==> config.mk <==
export PLATFORM = sky130hd
export DESIGN_NAME = jk_excitation_sequencer
export DESIGN_NICKNAME = d
export VERILOG_FILES = /design/src/rtl/jk_seq_pkg.sv /design/src/rtl/jk_excitation_sequencer_cell.sv /design/src/rtl/jk_excitation_sequencer.sv
export SDC_FILE = /design/constraint.sdc
export NUM_CORES = 1
export LEC_CHECK = 0
export ABC_AREA = 1
export CAP_MARGIN = 20
export CORE_AREA = 3 3 63 65
export CTS_CLUSTER_DIAMETER = 80
export DETAILED_ROUTE_END_ITERATION = 8
export DIE_AREA = 0 0 66 68
export GPL_TIMING_DRIVEN = 0
export PLACE_DENSITY_LB_ADDON = 0.05
export SYNTH_ARGS = -nofsm -noshare
export SYNTH_HDL_FRONTEND = slang
export SYNTH_SLANG_ARGS = --single-unit
==> constraint.sdc <==
create_clock -name i_clk -period 2.2 [get_ports i_clk]
set_clock_uncertainty 0.1 [all_clocks]
set_input_delay 0.44 -clock i_clk [delete_from_list [all_inputs] [get_ports i_clk]]
set_output_delay 0.44 -clock i_clk [all_outputs]
set_load 0.01 [all_outputs]
==> src/rtl/jk_seq_pkg.sv <==
// Shared types and the JK excitation-table lookup for the JK excitation sequencer.
package jk_seq_pkg;

  typedef enum logic [1:0] {
    ST_IDLE,
    ST_RUN,
    ST_FLUSH
  } state_t;

  localparam int DC_HOLD   = 0;
  localparam int DC_TOGGLE = 1;

  // Returns {j, k} that moves a JK flip-flop from q to t; dc fills the don't-care input.
  function automatic logic [1:0] jk_excite(input logic q, input logic t, input logic dc);
    logic [1:0] jk;
    case ({q, t})
      2'b00:   jk = {1'b0, dc};
      2'b01:   jk = {1'b1, dc};
      2'b10:   jk = {dc, 1'b1};
      default: jk = {dc, 1'b0};
    endcase
    return jk;
  endfunction

endpackage

==> src/rtl/jk_excitation_sequencer_cell.sv <==
// Combinational excitation-table cell; forces hold (j = k = 0) when not enabled.
module jk_excite_cell
  import jk_seq_pkg::*;
(
  input  logic i_enable,
  input  logic i_q,
  input  logic i_target,
  input  logic i_dc,
  output logic o_j,
  output logic o_k
);

  logic [1:0] w_jk;

  assign w_jk = i_enable ? jk_excite(i_q, i_target, i_dc) : 2'b00;
  assign o_j  = w_jk[1];
  assign o_k  = w_jk[0];

endmodule

==> src/rtl/jk_excitation_sequencer.sv <==
// Drives a JK flip-flop so its Q follows a loaded bit pattern and counts cycles where Q missed.
module jk_excitation_sequencer
  import jk_seq_pkg::*;
#(
  parameter int WIDTH     = 16,
  parameter int DC_POLICY = DC_HOLD,
  parameter int LEN_W     = $clog2(WIDTH + 1),
  parameter int CNT_W     = $clog2(WIDTH + 1)
) (
  input  logic             i_clk,
  input  logic             i_reset,
  input  logic             i_start,
  input  logic [WIDTH-1:0] i_pattern,
  input  logic [LEN_W-1:0] i_length,
  input  logic             i_q_fb,
  output logic             o_j,
  output logic             o_k,
  output logic             o_busy,
  output logic             o_done,
  output logic [CNT_W-1:0] o_err_count,
  output logic             o_err_flag
);

  localparam logic [LEN_W-1:0] MAX_LEN = LEN_W'(WIDTH);
  localparam logic             DC_BIT  = (DC_POLICY != DC_HOLD);

  state_t           r_state;
  state_t           w_next_state;
  logic [WIDTH-1:0] r_pattern;
  logic [LEN_W-1:0] r_len;
  logic [LEN_W-1:0] r_idx;
  logic             r_exp;
  logic             r_chk_vld;
  logic [CNT_W-1:0] r_err_count;

  logic [LEN_W-1:0] w_len_clamped;
  logic             w_run;
  logic             w_last;
  logic             w_mismatch;

  assign w_len_clamped = (i_length > MAX_LEN) ? MAX_LEN : i_length;
  assign w_run         = (r_state == ST_RUN);
  assign w_last        = (r_idx == (r_len - LEN_W'(1)));
  // Case inequality so an X/Z feedback in simulation also counts as a miss.
  assign w_mismatch    = (i_q_fb !== r_exp);

  always_comb begin
    w_next_state = r_state;
    case (r_state)
      ST_IDLE:  if (i_start) w_next_state = (w_len_clamped == '0) ? ST_FLUSH : ST_RUN;
      ST_RUN:   if (w_last) w_next_state = ST_FLUSH;
      ST_FLUSH: w_next_state = ST_IDLE;
      default:  w_next_state = ST_IDLE;
    endcase
  end

  // The pattern register shifts right so the current target is always bit 0.
  always_ff @(posedge i_clk) begin
    if (i_reset) begin
      r_state     <= ST_IDLE;
      r_pattern   <= '0;
      r_len       <= '0;
      r_idx       <= '0;
      r_exp       <= 1'b0;
      r_chk_vld   <= 1'b0;
      r_err_count <= '0;
    end else begin
      r_state <= w_next_state;
      if (r_chk_vld && w_mismatch && (r_err_count != '1))
        r_err_count <= r_err_count + CNT_W'(1);
      case (r_state)
        ST_IDLE: begin
          if (i_start) begin
            r_pattern   <= i_pattern;
            r_len       <= w_len_clamped;
            r_idx       <= '0;
            r_chk_vld   <= 1'b0;
            r_err_count <= '0;
          end
        end
        ST_RUN: begin
          r_exp     <= r_pattern[0];
          r_pattern <= r_pattern >> 1;
          r_chk_vld <= 1'b1;
          r_idx     <= r_idx + LEN_W'(1);
        end
        ST_FLUSH: r_chk_vld <= 1'b0;
        default:  r_chk_vld <= 1'b0;
      endcase
    end
  end

  jk_excite_cell u_cell (
    .i_enable (w_run),
    .i_q      (i_q_fb),
    .i_target (r_pattern[0]),
    .i_dc     (DC_BIT),
    .o_j      (o_j),
    .o_k      (o_k)
  );

  assign o_busy      = (r_state == ST_RUN) || (r_state == ST_FLUSH);
  assign o_done      = (r_state == ST_FLUSH);
  assign o_err_count = r_err_count;
  assign o_err_flag  = |r_err_count;

endmodule

==> results.ini <==
[worst_setup_path]
path_max_fanout = 3
max_stage_delay_ns = 0.53
required_ns = 1.66
crit_chain = inv_1, ha_1, clkdlybuf4s50_1
crit_slowest_cell = clkdlybuf4s50_1
cp-start-kind = register
path_class = register to output pin
crit_buf_inv = 2
critical_path.top_delay_family = buffers and inverters
worstSetupEndpointType = output pin
arrival_ns = 1.59

[cts]
clock_latency_ns = 0.34
clkTransAtPathRegs_ns = 0.11
root_buffer = clkbuf_4
htreeDepth = 2
clockBufferDepth = 2
cts_tree = built
numCtsBuffers = 5
cts_sinks = 35
cts_setup_buffers = 0
ctsHoldBuffers = 0

[floorplan]
ios = 35
initial_core_util_pct = 52.2
dieArea_um2 = 4490
num_rows = 21
die_width_um = 66
fp.dieH_um = 68
fp.coreArea_um2 = 3390

[synth]
postSynthAreaPerCell_um2 = 7.16
synth_area_leaders = dfxtp_1 40%, nand2_1 14%, ha_1 5.7%
synth_cells = 247
syn-cell-area_um2 = 1770
ys_types = 30
yosys_register_bits = 35
synth_area_leader_cell = dfxtp_1
yosysSeqAreaShare_pct = 39.6
syn-num-nets = 280
yosys_warnings = 0
synthDominantCellAreaShare_pct = 39.6

[routing]
wl_um = 3790
routed_via_density = 5.04
route.detailed.drc = 0
wl_per_cell_um = 11.4
num_vias = 1685
drtIter0Drc = 112
drt_first_pass_iters = 5
ant_nets = 0

[sta]
hold_viol = 0
tightest_slew_ns = 0.496
period_needed_ns = 2.13
max_freq_mhz = 469
drv_slew = 0
finalSetupViolations = 0
setup_tns_ns = 0
rsz0062_at_grt = false
whs_ns = 0.376
timing.final.crit_share_pct = 96.8
timing.slew.headroom_pct = 66.9

[global_routing]
first_global_vias = 1589
grt_overflow = 0
grt_max_degree = 12
grt_pass1_wl_um = 6560
antenna_found_initial = 0
grt.total_usage_pct = 18.9

[worst_hold_path]
hp-class = register to register

[final_layout]
nets = 320
fillerInstances = 300
final_common_cell = nand2_1
drive_gt1_share_pct = 11.1
syn_to_final_growth_pct = 28.4
final_cell_mix = 66 x nand2_1, 32 x dfxtp_1, 31 x clkdlybuf4s50_1
antennaDiodeCount = 0

[power_and_ir_drop]
power.total_mw = 1.63
powerDensity_nw_per_um2 = 720
ir_worst_vdd_v = 0.000463
p_leak_nw = 0.926

[placement]
place.gp.congestion = 0.805
portBuffers = 34
hpwl_um = 2770

[job]
maxCapViolations = 0

[outcome]
outcome = complete, no violations

synthesized netlist by cell type (all sizes together):
cell type / count
a211oi: 4
a21oi: 11
a221oi: 1
a22oi: 1
a31oi: 15
buf: 6
clkbuf: 3
dfxtp: 35
ha: 8
inv: 29
nand2: 68
nand3: 13
nand4: 1
nor2: 21
nor3: 5
nor3b: 1
o21a: 1
o21ai: 21
o31ai: 1
xor2: 2
state kept, by name, indices dropped and copies added (netlist names):
register,cells
r_exp,1
o_err_count,5
r_pattern,16
r_len,5
r_idx,5
r_chk_vld,1
r_state,2
logic make-up after synthesis:
group	after synthesis	synth area share [%]
adders and majority gates	8	5.66
AOI/OAI and AO/OA	55	18.7
and+or+nand+nor	109	26.3
DFF	35	39.6
buffers and inverters	38	8.70
xor gates and xnor gates	2	0.991
layout make-up:
type	instances	area (um^2)	area share [%]
buffer	8	43.8	1.93
clock buffer	6	51.3	2.26
clock inverter	2	35.0	1.54
inverter	29	109	4.80
multi-input combinational	174	926	40.8
sequential	35	704	31.0
tap	46	57.6	2.54
timing repair buffer	34	343	15.1
routing by layer:
| layer | part of all wire (%) | global-route usage, % | vias to the layer above |
|---|---|---|---|
| li1 | - | - | 894 |
| met1 | 48 | 21.7 | 749 |
| met2 | 47 | 33.2 | 37 |
| met3 | 4.9 | 4.27 | 5 |
| met4 | 0.79 | 9.39 | 0 |
| met5 | 0 | 0 | - |
path summary, 6_finish.rpt:
kind                                                  from                    endpoint  slack (ns)  cells after the start
worst max-delay path               r_state[0]$_SDFFE_PP0P_                      o_busy        0.07                      3
worst max register to register     r_state[0]$_SDFFE_PP0P_   r_pattern[4]$_SDFFE_PP0P_        0.44                      9
worst min register to register  r_pattern[15]$_SDFFE_PP0P_  r_pattern[15]$_SDFFE_PP0P_        0.38                      2
worst min-delay path            r_pattern[15]$_SDFFE_PP0P_  r_pattern[15]$_SDFFE_PP0P_        0.38                      2
worst register-to-register path: stages (launching register included):
cell	delay, ns
dfxtp_2	0.38
inv_1	0.07
ha_1	0.22
nand2_2	0.14
inv_2	0.08
a21oi_4	0.21
inv_2	0.07
buf_2	0.19
o21ai_1	0.14
a31oi_1	0.05
power breakdown:
part / internal, mW / total [mW] / switching (mW)
Sequential: 0.703 / 0.744 / 0.0417
Combinational: 0.171 / 0.397 / 0.226
Clock: 0.268 / 0.492 / 0.224
repair_timing:
action	4_1_cts	5_1_grt
pin swaps	0	0
endpoints found under the setup margin	3	3
resized for setup	11	2
stage by stage:
| stage | std cells | worst slack, ns | util (%) | cell area (um^2) |
|---|---|---|---|---|
| finish | 334 | 0.0699 | 67.0 | 2270 |
| global route | 334 | 0.00560 | 67.0 | 2270 |
| CTS | 335 | 0.00738 | 67.1 | 2270 |
| detailed placement | 327 | -0.159 | 63.9 | 2170 |
| global placement | 327 | -0.134 | 63.9 | 2170 |
| floorplan | 247 | 0.462 | - | 1770 |
Power figures use the tool's default switching activity.
